==> src/rtl/encoder_pos_ctrl_if.sv <==
// Signal bundle between the encoder position controller and its decoder / UI environment.
// The master modport is the controller side; slave is the decoder and menu logic.
interface encoder_pos_ctrl_if #(
    parameter int unsigned W = 8
);
    logic [1:0]   opc;
    logic         err_in;
    logic         clr;
    logic         wrap_en;
    logic         enc_rst;
    logic         ready;
    logic [W-1:0] pos;
    logic         moved;
    logic         dir;
    logic         limit;
    logic         err;
    logic [7:0]   err_cnt;

    modport master (
        input  opc, err_in, clr, wrap_en,
        output enc_rst, ready, pos, moved, dir, limit, err, err_cnt
    );

    modport slave (
        output opc, err_in, clr, wrap_en,
        input  enc_rst, ready, pos, moved, dir, limit, err, err_cnt
    );
endinterface

==> src/rtl/encoder_pos_ctrl.sv <==
// Sequences the quadrature decoder (reset, sync, fault recovery) and turns its step codes
// into a bounded detent position.
module encoder_pos_ctrl #(
    parameter int unsigned W         = 8,
    parameter int unsigned POS_MIN   = 0,
    parameter int unsigned POS_MAX   = 99,
    parameter int unsigned INIT_POS  = 0,
    parameter int unsigned DIV       = 4,
    parameter int unsigned RST_CYC   = 2,
    parameter int unsigned SYNC_TO   = 4,
    parameter int unsigned RETRY_CYC = 16
) (
    input  logic                clk,
    input  logic                rst_n,
    encoder_pos_ctrl_if.master  bus
);
    typedef enum logic [1:0] {StInit, StSync, StRun, StFault} state_e;

    localparam logic [W-1:0]      PosMin  = W'(POS_MIN);
    localparam logic [W-1:0]      PosMax  = W'(POS_MAX);
    localparam logic [W-1:0]      PosInit = W'(INIT_POS);
    localparam logic signed [4:0] DivS    = 5'(DIV);

    state_e              state_q, state_d;
    logic [7:0]          cnt_q, cnt_d;
    logic signed [4:0]   sub_q, sub_d;
    logic [W-1:0]        pos_q, pos_d;
    logic                moved_q, moved_d;
    logic                dir_q, dir_d;
    logic                limit_q, limit_d;
    logic                err_q, err_d;
    logic [7:0]          err_cnt_q, err_cnt_d;
    logic                fault_entry;
    logic                step_ok;

    always_comb begin
        state_d = state_q;
        cnt_d   = cnt_q + 8'd1;
        unique case (state_q)
            StInit: begin
                if (cnt_q == 8'(RST_CYC - 1)) begin
                    state_d = StSync;
                    cnt_d   = '0;
                end
            end
            StSync: begin
                // A decoder error outranks a start code; a late start code outranks the timeout.
                if (bus.err_in) begin
                    state_d = StFault;
                    cnt_d   = '0;
                end else if (bus.opc == 2'b11) begin
                    state_d = StRun;
                    cnt_d   = '0;
                end else if (cnt_q == 8'(SYNC_TO - 1)) begin
                    state_d = StFault;
                    cnt_d   = '0;
                end
            end
            StRun: begin
                cnt_d = '0;
                if (bus.err_in || bus.opc == 2'b11) state_d = StFault;
            end
            StFault: begin
                if (cnt_q == 8'(RETRY_CYC - 1)) begin
                    state_d = StInit;
                    cnt_d   = '0;
                end
            end
            default: begin
                state_d = StInit;
                cnt_d   = '0;
            end
        endcase
    end

    assign fault_entry = (state_d == StFault) && (state_q != StFault);
    assign step_ok     = (state_q == StRun) && !bus.err_in &&
                         (bus.opc == 2'b01 || bus.opc == 2'b10);

    always_comb begin
        pos_d     = pos_q;
        sub_d     = sub_q;
        moved_d   = 1'b0;
        limit_d   = 1'b0;
        dir_d     = dir_q;
        err_d     = err_q;
        err_cnt_d = err_cnt_q;
        if (bus.clr) begin
            pos_d     = PosInit;
            sub_d     = '0;
            err_d     = 1'b0;
            err_cnt_d = '0;
        end else if (step_ok) begin
            if (bus.opc == 2'b01) begin
                if (sub_q == DivS - 5'sd1) begin
                    sub_d = '0;
                    if (pos_q != PosMax) begin
                        pos_d   = pos_q + 1'b1;
                        moved_d = 1'b1;
                        dir_d   = 1'b1;
                    end else if (bus.wrap_en) begin
                        pos_d   = PosMin;
                        moved_d = 1'b1;
                        dir_d   = 1'b1;
                    end else begin
                        limit_d = 1'b1;
                    end
                end else begin
                    sub_d = sub_q + 5'sd1;
                end
            end else begin
                if (sub_q == 5'sd1 - DivS) begin
                    sub_d = '0;
                    if (pos_q != PosMin) begin
                        pos_d   = pos_q - 1'b1;
                        moved_d = 1'b1;
                        dir_d   = 1'b0;
                    end else if (bus.wrap_en) begin
                        pos_d   = PosMax;
                        moved_d = 1'b1;
                        dir_d   = 1'b0;
                    end else begin
                        limit_d = 1'b1;
                    end
                end else begin
                    sub_d = sub_q - 5'sd1;
                end
            end
        end
        // Fault entry applies on top of a simultaneous clear.
        if (fault_entry) begin
            err_d = 1'b1;
            if (err_cnt_d != 8'hFF) err_cnt_d = err_cnt_d + 8'd1;
        end
    end

    always_ff @(posedge clk or negedge rst_n) begin
        if (!rst_n) begin
            state_q   <= StInit;
            cnt_q     <= '0;
            sub_q     <= '0;
            pos_q     <= PosInit;
            moved_q   <= 1'b0;
            dir_q     <= 1'b0;
            limit_q   <= 1'b0;
            err_q     <= 1'b0;
            err_cnt_q <= '0;
        end else begin
            state_q   <= state_d;
            cnt_q     <= cnt_d;
            sub_q     <= sub_d;
            pos_q     <= pos_d;
            moved_q   <= moved_d;
            dir_q     <= dir_d;
            limit_q   <= limit_d;
            err_q     <= err_d;
            err_cnt_q <= err_cnt_d;
        end
    end

    assign bus.enc_rst = (state_q == StInit) || (state_q == StFault);
    assign bus.ready   = (state_q == StRun);
    assign bus.pos     = pos_q;
    assign bus.moved   = moved_q;
    assign bus.dir     = dir_q;
    assign bus.limit   = limit_q;
    assign bus.err     = err_q;
    assign bus.err_cnt = err_cnt_q;
endmodule
==> src/flat_wrapper.sv <==
// flat-port wrapper written by rule: the top's interface ports become plain ports
module encoder_pos_ctrl_flat 
#(
    parameter int unsigned W         = 8,
    parameter int unsigned POS_MIN   = 0,
    parameter int unsigned POS_MAX   = 99,
    parameter int unsigned INIT_POS  = 0,
    parameter int unsigned DIV       = 4,
    parameter int unsigned RST_CYC   = 2,
    parameter int unsigned SYNC_TO   = 4,
    parameter int unsigned RETRY_CYC = 16
)
  (clk, rst_n, bus_opc, bus_err_in, bus_clr, bus_wrap_en, bus_enc_rst, bus_ready, bus_pos, bus_moved, bus_dir, bus_limit, bus_err, bus_err_cnt);
  encoder_pos_ctrl_if #(.W(W)) bus_i ();
  input  logic clk;
  input  logic rst_n;
  input wire logic [$bits(bus_i.opc)-1:0] bus_opc;
  input wire logic [$bits(bus_i.err_in)-1:0] bus_err_in;
  input wire logic [$bits(bus_i.clr)-1:0] bus_clr;
  input wire logic [$bits(bus_i.wrap_en)-1:0] bus_wrap_en;
  output wire logic [$bits(bus_i.enc_rst)-1:0] bus_enc_rst;
  output wire logic [$bits(bus_i.ready)-1:0] bus_ready;
  output wire logic [$bits(bus_i.pos)-1:0] bus_pos;
  output wire logic [$bits(bus_i.moved)-1:0] bus_moved;
  output wire logic [$bits(bus_i.dir)-1:0] bus_dir;
  output wire logic [$bits(bus_i.limit)-1:0] bus_limit;
  output wire logic [$bits(bus_i.err)-1:0] bus_err;
  output wire logic [$bits(bus_i.err_cnt)-1:0] bus_err_cnt;
  assign bus_i.opc = bus_opc;
  assign bus_i.err_in = bus_err_in;
  assign bus_i.clr = bus_clr;
  assign bus_i.wrap_en = bus_wrap_en;
  assign bus_enc_rst = bus_i.enc_rst;
  assign bus_ready = bus_i.ready;
  assign bus_pos = bus_i.pos;
  assign bus_moved = bus_i.moved;
  assign bus_dir = bus_i.dir;
  assign bus_limit = bus_i.limit;
  assign bus_err = bus_i.err;
  assign bus_err_cnt = bus_i.err_cnt;
  encoder_pos_ctrl #(.W(W), .POS_MIN(POS_MIN), .POS_MAX(POS_MAX), .INIT_POS(INIT_POS), .DIV(DIV), .RST_CYC(RST_CYC), .SYNC_TO(SYNC_TO), .RETRY_CYC(RETRY_CYC)) u_core (.clk(clk), .rst_n(rst_n), .bus(bus_i));
endmodule
==> config.mk <==
export PLATFORM = sky130hd
export DESIGN_NAME = encoder_pos_ctrl_flat
export DESIGN_NICKNAME = d
export VERILOG_FILES = /design/src/rtl/encoder_pos_ctrl_if.sv /design/src/rtl/encoder_pos_ctrl.sv /design/src/flat_wrapper.sv
export SDC_FILE = /design/constraint.sdc
export NUM_CORES = 1
export LEC_CHECK = 0
export BUFFER_PORTS_ARGS = -buffer_cell sky130_fd_sc_hd__clkbuf_2
export CORE_AREA = 10 10 95 72
export DETAILED_ROUTE_END_ITERATION = 6
export DIE_AREA = 0 0 105 82
export GPL_ROUTABILITY_DRIVEN = 1
export GPL_TIMING_DRIVEN = 0
export PLACE_DENSITY_LB_ADDON = 0.08
export RECOVER_POWER = 25
export SLEW_MARGIN = 40
export SYNTH_ARGS = -nofsm -noshare
export SYNTH_HDL_FRONTEND = slang
export SYNTH_SLANG_ARGS = --single-unit
==> constraint.sdc <==
create_clock -name clk -period 2.9 [get_ports clk]
set_input_delay 0.29 -clock clk [delete_from_list [all_inputs] [get_ports clk]]
set_output_delay 0.29 -clock clk [all_outputs]
set_load 0.01 [all_outputs]
-- After elaboration in Yosys (flattened, before gate mapping)
Cells that the tools add are included.
- input port bits: 7
- flip-flop bits (word level): 35
- logic and storage cells: 107
- output and inout bits: 22
- bitwise gates (word level): 1
- eq/ne operators: 19
- add/sub/neg operators: 6
- reductions and logical operators: 17
- mux-type cells: 55
- operator list (kind ; count):
    8-bit two-way mux ; 17
    8-bit one-hot mux with 4 select lines ; 1
    1-bit two-way mux ; 25
    5-bit two-way mux ; 5
    8-bit by 1-bit adder with 8-bit output, second input constant ; 3
    2-bit two-way mux ; 6
    2-bit equality test, second input constant ; 5
    5-bit by 3-bit equality test with 1-bit output, second input constant ; 2
    8-bit by 1-bit equality test with 1-bit output, second input constant ; 1
    8-bit by 2-bit equality test with 1-bit output, second input constant ; 1
    8-bit by 4-bit equality test with 1-bit output, second input constant ; 1
    8-bit by 7-bit inequality test with 1-bit output, second input constant ; 1
    8-bit inequality test, second input constant ; 1
    2-bit one-hot mux with 4 select lines ; 1
    8-bit nonzero test ; 1
    8-bit by 1-bit subtractor with 8-bit output, second input constant ; 1
    3-bit inequality test, second input constant ; 2
    6-bit AND reduction ; 1
    2-bit nonzero test ; 3
    3-bit nonzero test ; 2
    5-bit by 2-bit adder with 5-bit output, second input constant ; 1
    5-bit AND reduction ; 1
    5-bit by 2-bit subtractor with 5-bit output, second input constant ; 1
    2-bit by 1-bit equality test with 1-bit output, second input constant ; 2
    8 further kinds ; 13

-- Depth between registers and ports, before layout
- word-level depth: 8
- mapped depth: 10
- depth with buffers taken out: 8

-- Worst setup path after synthesis
OpenSTA, ideal clock, no wires.
- path kind: register to register
- start: register u_core.pos_q[0], in the netlist u_core.bus.pos[0]
- end: register u_core.pos_q[6], in the netlist u_core.bus.pos[6]
- setup time: 0.120 ns
- path buffers: 1
- arrival time: 2.133 ns
- stages on the path, launching flop included: 10
- setup slack: 0.646 ns
- period minus slack after synthesis: 2.254 ns
- data required time: 2.780 ns
- path through: dfrtp_1 inv_1 ha_1 or4b_1 a2111o_1 and3_1 buf_6 nor3b_1 o21ai_1 nand2_1
- word-level cells in the longest chain between the ends: 6
- elaborated cells on any way between the ends: 14
- those cells by class: 2 x add/sub; 2 x eq/ne; 7 x mux; 3 x reduce/logical
- ends and longest elaborated chain (item ; line ; RTL):
    start: declaration ; encoder_pos_ctrl.sv:27 ; logic [W-1:0] pos_q, pos_d;
    start signal: assignment ; encoder_pos_ctrl.sv:142 ; pos_q <= PosInit;
    start signal: assignment ; encoder_pos_ctrl.sv:152 ; pos_q <= pos_d;
    8-bit by 1-bit subtractor with 8-bit output (tied with other cells) ; encoder_pos_ctrl.sv:115 ; pos_d = pos_q - 1'b1;
    8-bit two-way mux, on equally long branches ; encoder_pos_ctrl.sv:114, encoder_pos_ctrl.sv:97 ;
    8-bit two-way mux, on equally long branches ; encoder_pos_ctrl.sv:112, encoder_pos_ctrl.sv:95 ;
    8-bit two-way mux ; encoder_pos_ctrl.sv:94 ; if (bus.opc == 2'b01) begin
    8-bit two-way mux ; encoder_pos_ctrl.sv:93 ; end else if (step_ok) begin
    8-bit two-way mux ; encoder_pos_ctrl.sv:88 ; if (bus.clr) begin
Several ways; a longest one is shown, not always the timed one. The select of a mux whose other input is x is not followed.
A chain may end at the register's enable or synchronous reset.

-- Final worst setup path
- start: register u_core.cnt_q[6]
- end: register u_core.err_cnt_q[1], in the netlist u_core.bus.err_cnt[1]
- word-level cells in the longest chain between the ends: 8
- elaborated cells on any way between the ends: 12
- those cells by class: 4 x eq/ne; 7 x mux; 1 x reduce/logical
- ends and longest elaborated chain (item ; line ; RTL):
    start: declaration ; encoder_pos_ctrl.sv:25 ; logic [7:0] cnt_q, cnt_d;
    start signal: assignment ; encoder_pos_ctrl.sv:150 ; cnt_q <= cnt_d;
    8-bit by 2-bit equality test with 1-bit output ; encoder_pos_ctrl.sv:54 ; end else if (cnt_q == 8'(SYNC_TO - 1)) begin
    2-bit two-way mux ; encoder_pos_ctrl.sv:54 ;
    2-bit two-way mux ; encoder_pos_ctrl.sv:51 ; end else if (bus.opc == 2'b11) begin
    2-bit two-way mux ; encoder_pos_ctrl.sv:48 ; if (bus.err_in) begin
    2-bit one-hot mux with 4 select lines * ; encoder_pos_ctrl.sv:39 ; unique case (state_q)
    2-bit equality test * ; encoder_pos_ctrl.sv:76 ; assign fault_entry = (state_d == StFault) && (state_q != StFault);
    1-bit logical AND * ; encoder_pos_ctrl.sv:76 ;
    8-bit two-way mux * ; encoder_pos_ctrl.sv:131 ; if (fault_entry) begin
    via u_core.err_cnt_d[1] ; encoder_pos_ctrl.sv:32 ; logic [7:0] err_cnt_q, err_cnt_d;
    end signal: assignment ; encoder_pos_ctrl.sv:157 ; err_cnt_q <= err_cnt_d;
    end: declaration ; encoder_pos_ctrl.sv:32 ;
The timed path passes the listed nets; every way through them passes the cells marked *.

==> summary by stage <==
Status
The flow ran to the end, but the final reports show violations. The final reports fail on capacitance limit, slew limit.

Clock tree
After clock tree synthesis, the clock-pin slew on the worst setup and hold paths is 0.07 ns. In this run, post-CTS repair resized a total of 0 instances. TritonCTS built the clock tree.

The cell at the root of the clock tree is sky130_fd_sc_hd__clkbuf_8. The hold buffer count at cts is 0. The H-tree level count is 2. For the worst-skew pair, the clock arrives at the later sink with an insertion delay of 0.29 ns. In this run the deepest clock path goes through 2 buffers. Counting the buffers created by CTS gives 5.

The sink count of the clock tree is 35. The number of setup buffers added after CTS is 0.

Hold path
The number of cells on the worst hold path is 2. The capture endpoint of the worst hold path is u_core.bus.limit. The worst min-delay path category is in2reg.

In this run the most critical hold path is launched from bus_wrap_en.

Worst setup path
The worst register-to-register path ends at u_core.bus.err_cnt[1]. For flop-to-flop paths, the worst setup slack is 0.44 ns. Measured in cells, the most critical reg-to-reg path has a length of 6. The worst setup path category is reg2reg. The worst setup path is launched from a flip-flop. The worst setup path is captured at a flip-flop.

The largest single stage delay on the critical path is 0.51 ns. The total buffers and inverters traversed by the critical path is 0. The family with the most delay on the worst path is simple AND/OR/NAND/NOR gates. Data on the critical path arrives at its endpoint at 2.63 ns. The critical path goes through nor4_2 -> nand3_1 -> and3_1 -> nor4_2 -> nand3_1 -> mux2_1. The biggest fanout along the worst timing path is 5. The required arrival time at the worst endpoint is 3.08 ns. For this design, the slowest cell found on the critical path is sky130_fd_sc_hd__nor4_2.

In this run the critical register-to-register path is launched from u_core.cnt_q[6].

Placement
The count of buffers inserted at the top-level ports is 28. In this run, placement finished with an instance count of 387. The detailed-placement wirelength estimate is 4260 um.

The routability-driven placement congestion ratio is 0.872.

Synth
Ranked by total cell area, the synthesized netlist is headed by sky130_fd_sc_hd__dfrtp_1, sky130_fd_sc_hd__ha_1, sky130_fd_sc_hd__nor2_1. The number of enable flip-flop cells after synthesis is 0. The number of synthesized register bits is 35.

By instance count, the leading cell after synthesis is sky130_fd_sc_hd__dfrtp_1. Of the post-synthesis cell area, the dominant cell type holds 0.353. By count the netlist is led by sky130_fd_sc_hd__dfrtp_1, sky130_fd_sc_hd__nor2_1, sky130_fd_sc_hd__nand2_1. The synthesized netlist net count is 309.

The library cell occupying the most area in the post-synthesis netlist is sky130_fd_sc_hd__dfrtp_1. The mean instance size in the synthesized netlist is 8.64 um2. After synthesis the cells add up to 0.00248 mm2.

The distinct cell type count of the synthesized netlist is 61. The most used flip-flop cell after synthesis is sky130_fd_sc_hd__dfrtp_1. The portion of the post-synthesis area used by sequential elements is 0.353. Of all flip-flops after synthesis, the portion carrying an async set or reset was 1.00. The number of warnings reported in the yosys synthesis log is 0. The gate count of the mapped netlist is 287.

Routing
The vias after detailed routing is 2192. The average via count per standard cell is 5.55. The detail route stage leaves a number of antenna-violating nets equal to 0.

The routed length on met2 is 2410 um. The wire length per cell is 14.8 um. The wire length on met3 is 356 um. The met1 wire length is 2980 um. The count of routing violations after the opening detailed-route iteration is 146. The residual DRC count is 0. The count of TritonRoute iterations in the first routing pass is 4. The wire length after detailed routing is 5830 um.

Signal routing reaches up to met4.

Floorplanning
The number of placement rows is 22. The die covers 0.00861 mm2. The die span in y is 82 um. The number of ports placed on the die boundary is 29. The die width is 105 um. The initial utilization of the core area, before any placement, comes to 0.490. The total core area is 0.00506 mm2.

Timing
The worst clock skew is 0.00301 ns. Setup violations remaining at the end of the flow were counted as 0. The slew of the pin with the lowest slew margin is 1.90 ns. Setup repair after global routing left no endpoint under its margin. Measured against its own limit, the worst slew margin works out to -0.266. The count of final hold-check violations was 0. The summed negative setup slack over all endpoints is 0 ns. The number of pins exceeding their max-slew limit in the final report is 36. The maximum achievable frequency is 0.407 GHz.

The final critical path time including I/O delays and setup is 2.46 ns. The worst slack on hold paths is 0.200 ns. Of the available clock period, the critical path in the final layout requires 0.847.

GRT
The initial antenna violation count was 0. The total routing usage reported by global routing is 0.138. The first global-routing pass estimated 9760 um of wire.

The largest net degree at the start of global routing is 36. The total global routing overflow is 0. The via count of the first global-routing pass is 2057.

Pwr
The overall power after layout is 1.70 mW. The worst-case vdd ir drop is 0.000329 V. The static leakage is 1.32 nW.

The power density over cell area is 606 mW/mm2.

Final layout
The fraction of final layout cells sized beyond drive strength 1 is 0.167. After the last flow step, the layout net total stands at 344. The antenna cell count is 0. The count of fill cells added during filler insertion is 490. The relative area change from synthesis to final layout is 12.8%. After the flow finishes, the layout carries non-filler instances totaling 395.

Job
Max-cap violations in this run came to 1.
==> worst max-delay path by stage <==
stage	start	endpoint	slack, ns	cells past startpoint
4_1_cts	u_core.bus.pos[0]	u_core.bus.pos[3]	0.46	9
5_1_grt	u_core.state_q[0]	u_core.sub_q[4]	0.21	8
3_3_place_gp	bus_opc[1]	u_core.bus.pos[3]	0.44	11
3_5_place_dp	bus_opc[1]	u_core.bus.pos[3]	0.44	11
6_report	u_core.cnt_q[6]	u_core.bus.err_cnt[1]	0.44	6
2_1_floorplan	u_core.bus.pos[0]	u_core.bus.pos[6]	0.65	9
==> area by class of cell <==
type / instances / area [um2] / area share
timing repair buffer: 28 / 139 / 0.0497
clock buffer: 7 / 76.3 / 0.0273
clock inverter: 1 / 5.00 / 0.00179
sequential: 35 / 876 / 0.313
inverter: 18 / 67.6 / 0.0242
buffer: 16 / 116 / 0.0416
tap: 72 / 90.1 / 0.0322
multi-input combinational: 218 / 1430 / 0.510
==> power by group <==
| group | switching, mW | leakage [nW] | internal (mW) | total [mW] |
|---|---|---|---|---|
| Sequential | 0.0673 | 0.477 | 0.549 | 0.616 |
| Clock | 0.181 | 0.0422 | 0.169 | 0.349 |
| Combinational | 0.455 | 0.797 | 0.275 | 0.730 |
==> metrics by stage <==
step | utilization | area, um2 | setup WS, ns
floorplan | - | 2480 | 0.646
global placement | 0.535 | 2710 | 0.440
detailed placement | 0.537 | 2720 | 0.442
CTS | 0.553 | 2800 | 0.462
global route | 0.552 | 2800 | 0.215
finish | 0.552 | 2800 | 0.445
==> logic make-up (layout without fill, tap and decap cells) <==
family / Yosys count / after routing / synth area share
simple gates: 126 / 126 / 0.275
compound gates: 62 / 62 / 0.164
flops: 35 / 35 / 0.353
buf+inv: 34 / 70 / 0.0742
fa+ha+maj: 15 / 15 / 0.0757
xor+xnor: 11 / 11 / 0.0388
mux: 4 / 4 / 0.0192
==> per-layer routing <==
metal	GRT usage	up-vias
li1	-	1095
met1	0.187	1048
met2	0.204	41
met3	0.0399	8
met4	0.0546	0
met5	0	-
==> cell usage in the layout (no fill, tap or decap), types with 10 or more instances in the layout <==
master,instances
sky130_fd_sc_hd__ha_1,15
sky130_fd_sc_hd__and3_1,14
sky130_fd_sc_hd__dfrtp_1,35
sky130_fd_sc_hd__nand2_1,25
sky130_fd_sc_hd__a31oi_1,10
sky130_fd_sc_hd__nor2_1,27
sky130_fd_sc_hd__clkbuf_2,27
sky130_fd_sc_hd__a21oi_1,14
sky130_fd_sc_hd__nand3_1,15
sky130_fd_sc_hd__inv_1,18
sky130_fd_sc_hd__o21ai_0,10
==> flip-flops by register name (all words and copies together), names as in the netlist <==
| signal | flops |
|---|---|
| u_core.bus.err | 1 |
| u_core.state_q | 2 |
| u_core.bus.err_cnt | 8 |
| u_core.bus.pos | 8 |
| u_core.sub_q | 5 |
| u_core.cnt_q | 8 |
| u_core.bus.dir | 1 |
| u_core.bus.limit | 1 |
| u_core.bus.moved | 1 |
(Power assumes the default switching activity.)
